<file path="config.mk">
export PLATFORM = sky130hd
export DESIGN_NAME = ssc_monitor
export DESIGN_NICKNAME = d
export VERILOG_FILES = /design/src/rtl/ssc_monitor.sv
export SDC_FILE = /design/constraint.sdc
export NUM_CORES = 1
export LEC_CHECK = 0
export ABC_CLOCK_PERIOD_IN_PS = 4000
export BUFFER_PORTS_ARGS = -buffer_cell sky130_fd_sc_hd__buf_2
export CAP_MARGIN = 20
export CORE_MARGIN = 2
export CORE_UTILIZATION = 39
export DETAILED_ROUTE_END_ITERATION = 10
export HOLD_SLACK_MARGIN = 0.06
export PLACE_DENSITY_LB_ADDON = 0.08
export SLEW_MARGIN = 30
export SYNTH_ARGS = -nofsm -noshare
export SYNTH_HDL_FRONTEND = slang
export SYNTH_SLANG_ARGS = --single-unit
</file>
<file path="constraint.sdc">
create_clock -name clk -period 4 [get_ports clk]
set_clock_uncertainty 0.15 [all_clocks]
set_input_delay 0.2 -clock clk [delete_from_list [all_inputs] [get_ports clk]]
set_output_delay 0.2 -clock clk [all_outputs]
set_load 0.1 [all_outputs]
</file>
<file path="src/rtl/ssc_monitor.sv">
// ssc_monitor: recovers the 32-bit value, decimal points and error flags from a multiplexed seven-segment bus
module ssc_monitor #(
    parameter int STABLE_CYCLES = 4,
    parameter int FRAME_CYCLES  = 131072
) (
    input  logic        clk,
    input  logic        reset,
    input  logic [7:0]  anode,
    input  logic [7:0]  segment,
    output logic [31:0] dataOut,
    output logic [7:0]  digitPointOut,
    output logic [7:0]  digitSeen,
    output logic [7:0]  digitError,
    output logic        anodeError,
    output logic        frameValid
);
    localparam int CW = $clog2(STABLE_CYCLES);
    localparam int FW = $clog2(FRAME_CYCLES);
    localparam logic [6:0] GLYPH [16] = '{7'h40, 7'h79, 7'h24, 7'h30, 7'h19, 7'h12, 7'h02, 7'h78,
                                          7'h00, 7'h10, 7'h08, 7'h03, 7'h46, 7'h21, 7'h06, 7'h0E};

    logic [7:0]    anode_q, segment_q, anode_p, segment_p;
    logic [CW-1:0] stable_cnt;
    logic [FW-1:0] frame_cnt;
    logic          same, strobe, term, hit;
    logic [3:0]    nibble;
    logic [31:0]   cap_data, nxt_data;
    logic [7:0]    cap_point, cap_seen, cap_err, nxt_point, nxt_seen, nxt_err;
    logic          cap_aerr, nxt_aerr;

    assign same   = {anode_q, segment_q} == {anode_p, segment_p};
    assign strobe = same && stable_cnt == CW'(STABLE_CYCLES - 2);
    assign term   = frame_cnt == FW'(FRAME_CYCLES - 1);

    // Register the bus, keep the previous sample and count how long it has been unchanged
    always_ff @(posedge clk) begin
        if (reset) begin
            anode_q    <= '0;
            segment_q  <= '0;
            anode_p    <= '0;
            segment_p  <= '0;
            stable_cnt <= '0;
        end else begin
            anode_q    <= anode;
            segment_q  <= segment;
            anode_p    <= anode_q;
            segment_p  <= segment_q;
            stable_cnt <= !same ? '0 : stable_cnt == CW'(STABLE_CYCLES - 1) ? stable_cnt : stable_cnt + CW'(1);
        end
    end

    // Inverse glyph lookup of the settled segment pattern
    always_comb begin
        hit    = 1'b0;
        nibble = 4'h0;
        for (int k = 0; k < 16; k++) begin
            if (segment_q[6:0] == GLYPH[k]) begin
                hit    = 1'b1;
                nibble = 4'(k);
            end
        end
    end

    // Next capture state: a single low anode captures that digit, several low anodes flag an error
    always_comb begin
        nxt_data  = cap_data;
        nxt_point = cap_point;
        nxt_seen  = cap_seen;
        nxt_err   = cap_err;
        nxt_aerr  = cap_aerr;
        if (strobe && anode_q != 8'hFF) begin
            if ($onehot(~anode_q)) begin
                for (int i = 0; i < 8; i++) begin
                    if (!anode_q[i]) begin
                        nxt_data[4*i +: 4] = hit ? nibble : 4'h0;
                        nxt_point[i]       = ~segment_q[7];
                        nxt_seen[i]        = 1'b1;
                        nxt_err[i]         = ~hit;
                    end
                end
            end else begin
                nxt_aerr = 1'b1;
            end
        end
    end

    // Free-running window counter; at its end publish the captures and start a fresh window
    always_ff @(posedge clk) begin
        if (reset) begin
            frame_cnt     <= '0;
            frameValid    <= 1'b0;
            cap_data      <= '0;
            cap_point     <= '0;
            cap_seen      <= '0;
            cap_err       <= '0;
            cap_aerr      <= 1'b0;
            dataOut       <= '0;
            digitPointOut <= '0;
            digitSeen     <= '0;
            digitError    <= '0;
            anodeError    <= 1'b0;
        end else begin
            frame_cnt  <= term ? '0 : frame_cnt + FW'(1);
            frameValid <= term;
            cap_data   <= term ? '0 : nxt_data;
            cap_point  <= term ? '0 : nxt_point;
            cap_seen   <= term ? '0 : nxt_seen;
            cap_err    <= term ? '0 : nxt_err;
            cap_aerr   <= term ? 1'b0 : nxt_aerr;
            if (term) begin
                dataOut       <= nxt_data;
                digitPointOut <= nxt_point;
                digitSeen     <= nxt_seen;
                digitError    <= nxt_err;
                anodeError    <= nxt_aerr;
            end
        end
    end
endmodule
</file>
==> flow_summary.yaml, run 1 <==
timing:
  rsz0062_at_grt: "yes"
  setup_viol: 1
  max_freq_ghz: 0.248
  tns_ps: -38.3
  fin_hold_ws_ps: 187
  fin_crit_sh_pct: 101
  relSlewSlack_pct: 32.0
  worst_slack_ps: -38.3
  fin_crit_ps: 4040
  worst_pin_slew_ps: 1020
  final_max_slew_viol_count: 0
  hold_violations: 0
min_path:
  min_from: "reset"
  hold_class: "input port to flip-flop"
  hold_depth: 2
  whs_endpoint: "segment_p[2]$_SDFF_PP0_"
critical_path:
  slowest_delay_ps: 520
  worstSetupPathType: "flip-flop to flip-flop"
  crit_path_start_kind: "flip-flop"
  worst-path-buf-inv: 3
  cpMostUsedCell: "fa_1"
  cp.arrival_ps: 4210
  critPathTopFamily: "adder cells"
  crit_required_ps: 4180
  r2r_end: "dataOut[4]$_SDFFE_PP0P_"
  cp-startpoint: "anode_q[0]$_SDFF_PP0_"
  crit_fanout: 5
  r2r_start: "anode_q[0]$_SDFF_PP0_"
  reg2reg_slack_ps: -40
  path_cells: "inv_2 -> fa_1 -> fa_1 -> fa_1 -> ha_2 -> inv_2 -> fa_2 -> and2_4 -> and3_4 -> and3_4 -> buf_8 -> nand3_2 -> a311oi_1"
  cp-end-kind: "flip-flop"
  slowest_stage: "fa_1"
  worst-r2r-cell-count: 13
cts:
  cts.clk_slew.worst_paths_ps: 60
  cts_root_buf: "clkbuf_16"
  numCtsBuffers: 17
  insertion_delay_ps: 430
  clk_path_buf_depth: 2
  clock_sinks: 166
  cts_tree: "yes"
  htree_levels: 4
yosys:
  yosysTopAreaCellShare_pct: 47.7
  postSynth.asyncResetShare_pct: 0
  yosysSeqAreaShare_pct: 47.7
  ys_seq_elements: 166
  synthCells: 779
  synth_warnings: 0
  synth-edff-count: 0
  synth-main-ff-cell: "dfxtp_1"
  synth_nets: 809
  yosys-top-cells-area: "dfxtp_1 48%, o211ai_1 4.2%, a21oi_1 3.7%"
  post_synth.cell_area_avg_sq_um: 8.94
  yosys.area.top_type: "dfxtp_1"
  synth_cell_types: 59
  syn_area_sq_mm: 0.00696
layout:
  nFillCells: 1620
  multiInputGateArea_sq_mm: 0.00355
  mostFrequentLayoutCells: "163 x dfxtp_1, 75 x buf_2, 63 x nor2_1"
  instances_no_fill: 1121
  num_antenna_cells: 0
  nNetsFinal: 914
  drive_above_1_share_pct: 26.1
  layout-area-overhead-vs-synth_pct: 27.8
  seqCellArea_sq_mm: 0.00333
  fin_area_sq_mm: 0.00890
  final_common_cell: "dfxtp_1"
place:
  place.gp.congestion: 0.827
  place_inst: 1061
  placed_area_sq_mm: 0.00768
  dp_hpwl_um: 14000
  io_buffers: 75
routing:
  wirelength_um: 21200
  drt_pass1_iterations: 5
  viasPerCell: 5.64
  drt_first_iter_violations: 504
  drc_errors: 0
  ant_nets: 0
  routed-via-count: 6317
  wl_per_cell_um: 18.9
floorplanning:
  die_h_um: 138
  core_sq_mm: 0.0174
  num_io_pins: 76
  floorplan.initialDensity_pct: 40.1
  die-area_sq_mm: 0.0189
  core.rowCount: 48
  fp.dieW_um: 138
global_route:
  antenna_found_initial: 0
  grt_max_degree: 75
  grt_pass1_wl_um: 32600
  grt_usage_pct: 22.9
  use_met2_pct: 37.9
  overflow: 0
  use_met3_pct: 4.89
  busiest_layer: "met2"
  grt_pass1_vias: 5922
  met1_usage_pct: 29.5
pwr:
  p_per_area_mw_per_mm2: 406
  power_mw: 3.61
  p_leak_nw: 3.32
  irDropWorstVdd_mv: 0.469
outcome:
  status: "finished with violations"
  violations: "negative setup slack"
flow_run:
  cap_violations: 0
## logic make-up (layout without fill, tap and decap cells)
kind of cell,Yosys count,count (layout),synth area share (%)
buf+inv,83,199,5.32
compound gates,191,192,18.3
simple gates,289,289,21.1
flops,166,166,47.7
mux,8,8,1.15
xor+xnor,30,30,3.77
fa+ha+maj,12,12,2.59
## what timing repair did
| item | in CTS | in global routing |
|---|---|---|
| gates resized for setup | 14 | 94 |
| gates cloned | 1 | 1 |
| hold buffers | 16 | 0 |
| buffers inserted | 0 | 11 |
| endpoints found under the hold margin | 16 | 0 |
| pin swaps | 4 | 25 |
| endpoints found under the setup margin | 48 | 98 |
## worst max-delay path by stage
stage | cells past startpoint | slack [ps] | end
after floorplan | 13 | 20 | digitPointOut[7]$_SDFFE_PP0P_
after global placement | 12 | 6 | dataOut[25]$_SDFFE_PP0P_
after detailed placement | 13 | -120 | dataOut[4]$_SDFFE_PP0P_
after CTS | 13 | -0.3 | dataOut[4]$_SDFFE_PP0P_
after global routing | 13 | -90 | dataOut[4]$_SDFFE_PP0P_
final | 13 | -40 | dataOut[4]$_SDFFE_PP0P_
## sequential cells by signal, summed over array words and instances (netlist names), 2 cells and up
name / cells
cap_data: 32
dataOut: 32
frame_cnt: 17
anode_p: 8
anode_q: 8
cap_err: 8
cap_point: 8
cap_seen: 8
digitError: 8
digitPointOut: 8
digitSeen: 8
segment_p: 8
segment_q: 8
stable_cnt: 2
## synthesized netlist by cell type, types with 2 or more instances
cell type and count:
dfxtp_1 166, nand2_1 65, nor2_1 65, a21oi_1 52
nand3_1 43, o21ai_0 42, clkbuf_1 39, o211ai_1 39
xor2_1 23, nor2b_1 22, inv_1 20, nor4_1 16
nor3_1 15, nand4_1 12, a311oi_1 10, nand2b_1 9
o221ai_1 9, a211oi_1 8, and4_1 8, buf_2 8
ha_1 8, mux2i_1 8, o31ai_1 8, o311ai_0 7
xnor2_1 7, buf_1 6, or3_1 6, and3_1 5
buf_4 5, and2_1 4, buf_6 4, fa_1 4
nor4b_1 4, or2_2 3, a22oi_1 2, a31oi_1 2
nand2_2 2, or4_1 2
## metal layers
metal / vias to the layer above / share of wire (%)
li1: 3013 / -
met4: 0 / 2.7
met5: - / 0
met2: 194 / 48
met3: 38 / 4.6
met1: 3072 / 45
## area by class of cell
cell class,instances,share of cell area (%)
Multi-Input combinational cell,531,39.8
Sequential cell,166,37.4
Timing Repair Buffer,147,12.3
Clock buffer,21,5.40
Tap cell,225,3.16
Clock inverter,10,1.08
Inverter,21,0.886
## power by group
part | leakage, nW | internal, mW | total (mW) | switching, mW
Combinational | 1.70 | 0.141 | 0.322 | 0.180
Clock | 0.274 | 0.920 | 1.59 | 0.672
Sequential | 1.34 | 1.67 | 1.70 | 0.0276
Total | 3.32 | 2.73 | 3.61 | 0.880
## stage by stage
| stage | worst slack, ps | util, % |
|---|---|---|
| after floorplan | 19.7 | - |
| after global placement | 6.47 | 44.2 |
| after detailed placement | -125 | 44.2 |
| after CTS | -0.346 | 48.9 |
| after global routing | -91.9 | 51.3 |
| final | -38.3 | 51.3 |
(Power assumes the default switching activity.)
==> run 2, diff against run 1 <==
- ABC_CLOCK_PERIOD_IN_PS: 4000 -> 3550
- clock period: 4 -> 3.55 ns (I/O delays scaled with it)
==> flow_summary.yaml, run 2 (synthesized netlist as in run 1, its figures left out) <==
timing:
  hold_violations: 0
  fin_crit_sh_pct: 109
  final_max_slew_viol_count: 0
  worst_pin_slew_ps: 1120
  max_freq_ghz: 0.257
  setup_viol: 114
  fin_crit_ps: 3890
  worst_slack_ps: -337
  rsz0062_at_grt: "yes"
  relSlewSlack_pct: 25.6
floorplanning:
  floorplan.initialDensity_pct: 40.1
  die_h_um: 138
  num_io_pins: 76
  core_sq_mm: 0.0174
  core.rowCount: 48
  fp.dieW_um: 138
  die-area_sq_mm: 0.0189
pwr:
  p_int_mw: 3.34
  comb_power_share_pct: 9.1
  power.sequential.fraction_pct: 43.6
  p_sw_mw: 1.03
  p_leak_nw: 3.57
  irDropWorstVdd_mv: 0.368
  p_per_area_mw_per_mm2: 457
  p_sw_share_pct: 23.6
  clockPowerShare_pct: 47.3
cts:
  htree_levels: 4
  numCtsBuffers: 17
  cts_root_buf: "clkbuf_16"
  clock_sinks: 166
  cts_tree: "yes"
  insertion_delay_ps: 430
  clk_path_buf_depth: 2
  cts.clk_slew.worst_paths_ps: 70
critical_path:
  cp.arrival_ps: 4040
  crit_fanout: 6
  slowest_delay_ps: 550
  critPathTopFamily: "adder cells"
  slowest_stage: "fa_1"
  path_cells: "inv_2 -> fa_1 -> fa_1 -> fa_1 -> ha_2 -> inv_2 -> fa_2 -> and2_4 -> buf_6 -> nand4_1 -> buf_6 -> buf_12 -> o211ai_1 -> o311ai_1"
  crit_path_start_kind: "flip-flop"
  crit_required_ps: 3700
  cpMostUsedCell: "fa_1"
  worst-path-buf-inv: 5
  worstSetupPathType: "flip-flop to flip-flop"
  cp-end-kind: "flip-flop"
min_path:
  hold_class: "flip-flop to flip-flop"
global_route:
  overflow: 0
  grt_usage_pct: 22.5
  grt_pass1_wl_um: 32600
  antenna_found_initial: 0
  grt_max_degree: 74
  grt_pass1_vias: 6058
routing:
  drc_errors: 0
  wirelength_um: 21100
  drt_first_iter_violations: 433
  routed-via-count: 6330
  ant_nets: 0
  viasPerCell: 5.59
  drt_pass1_iterations: 4
  wl_per_cell_um: 18.7
layout:
  final_common_cell: "dfxtp_1"
  largestRegisters: "cap_data: 32 flops, dataOut: 32 flops, frame_cnt: 17 flops"
  num_antenna_cells: 0
  mostFrequentLayoutCells: "164 x dfxtp_1, 75 x buf_2, 63 x nor2_1"
  nNetsFinal: 924
  drive_above_1_share_pct: 32.6
  layout-area-overhead-vs-synth_pct: 37.6
  fin_area_sq_mm: 0.00958
  final_core_util_pct: 55.2
flow_run:
  cap_violations: 0
place:
  dp_hpwl_um: 13500
  placed_area_sq_mm: 0.00795
  place.gp.congestion: 0.799
  io_buffers: 75
outcome:
  violations: "negative setup slack"
  status: "finished with violations"
run 2: cell type report:
type                    count  area (sq um)
fillers                  1556          7780
multi-input cells         533          4010
flip-flops and latches    166          3330
repair buffers            155          1220
clock buffers              21           460
well taps                 225           282
clock inverters            11           195
inverters                  21          78.8
run 2: per-stage QoR:
stage	TNS [ps]	cells	worst slack, ps	total power [mW]	hold WS (ps)
3_5_place_dp	-30670	1067	-395	2.22	240
6_report	-24490	1132	-337	4.38	301
5_1_grt	-39750	1132	-469	4.52	328
2_1_floorplan	-10040	779	-235	2.15	156
3_3_place_gp	-24480	1067	-348	2.22	237
4_1_cts	-20490	1120	-280	4.35	304
run 2: what timing repair did:
item / in CTS / in global routing
resized for setup: 48 / 92
pin swaps: 10 / 40
hold buffers: 17 / 0
endpoints found under the setup margin: 114 / 114
hold endpoints to repair: 18 / 0
setup buffers: 1 / 11
cloned: 3 / 1
run 2: worst reg2reg max path, cell delays in order, from the launching register on:
cell and delay, ps:
dfxtp_2 330, inv_2 40, fa_1 550, fa_1 430
fa_1 500, ha_2 180, inv_2 40, fa_2 510
and2_4 170, buf_6 120, nand4_1 120, buf_6 180
buf_12 140, o211ai_1 180, o311ai_1 140
run 2: worst paths after layout:
path         slack, ps                startpoint                            end  depth (start not counted)
max               -340     anode_q[0]$_SDFF_PP0_  digitPointOut[3]$_SDFFE_PP0P_                         14
min                300  dataOut[17]$_SDFFE_PP0P_       dataOut[17]$_SDFFE_PP0P_                          2
max reg2reg       -340     anode_q[0]$_SDFF_PP0_  digitPointOut[3]$_SDFFE_PP0P_                         14
min reg2reg        300  dataOut[17]$_SDFFE_PP0P_       dataOut[17]$_SDFFE_PP0P_                          2
run 2: metal layers:
| layer | GRT usage, % | wire (um) |
|---|---|---|
| met2 | 37.2 | 10300 |
| met5 | 0 | 0 |
| met1 | 29.3 | 9400 |
| met3 | 4.53 | 941 |
| met4 | 7.85 | 474 |
run 2: power by group through the flow:
| stage | clock network [mW] | registers [mW] | logic [mW] |
|---|---|---|---|
| 2_1_floorplan | 0 | 1.94 | 0.213 |
| 3_3_place_gp | 0 | 1.95 | 0.268 |
| 3_5_place_dp | 0 | 1.95 | 0.272 |
| 4_1_cts | 2.10 | 1.91 | 0.342 |
| 5_1_grt | 2.18 | 1.91 | 0.430 |
| 6_report | 2.07 | 1.91 | 0.400 |
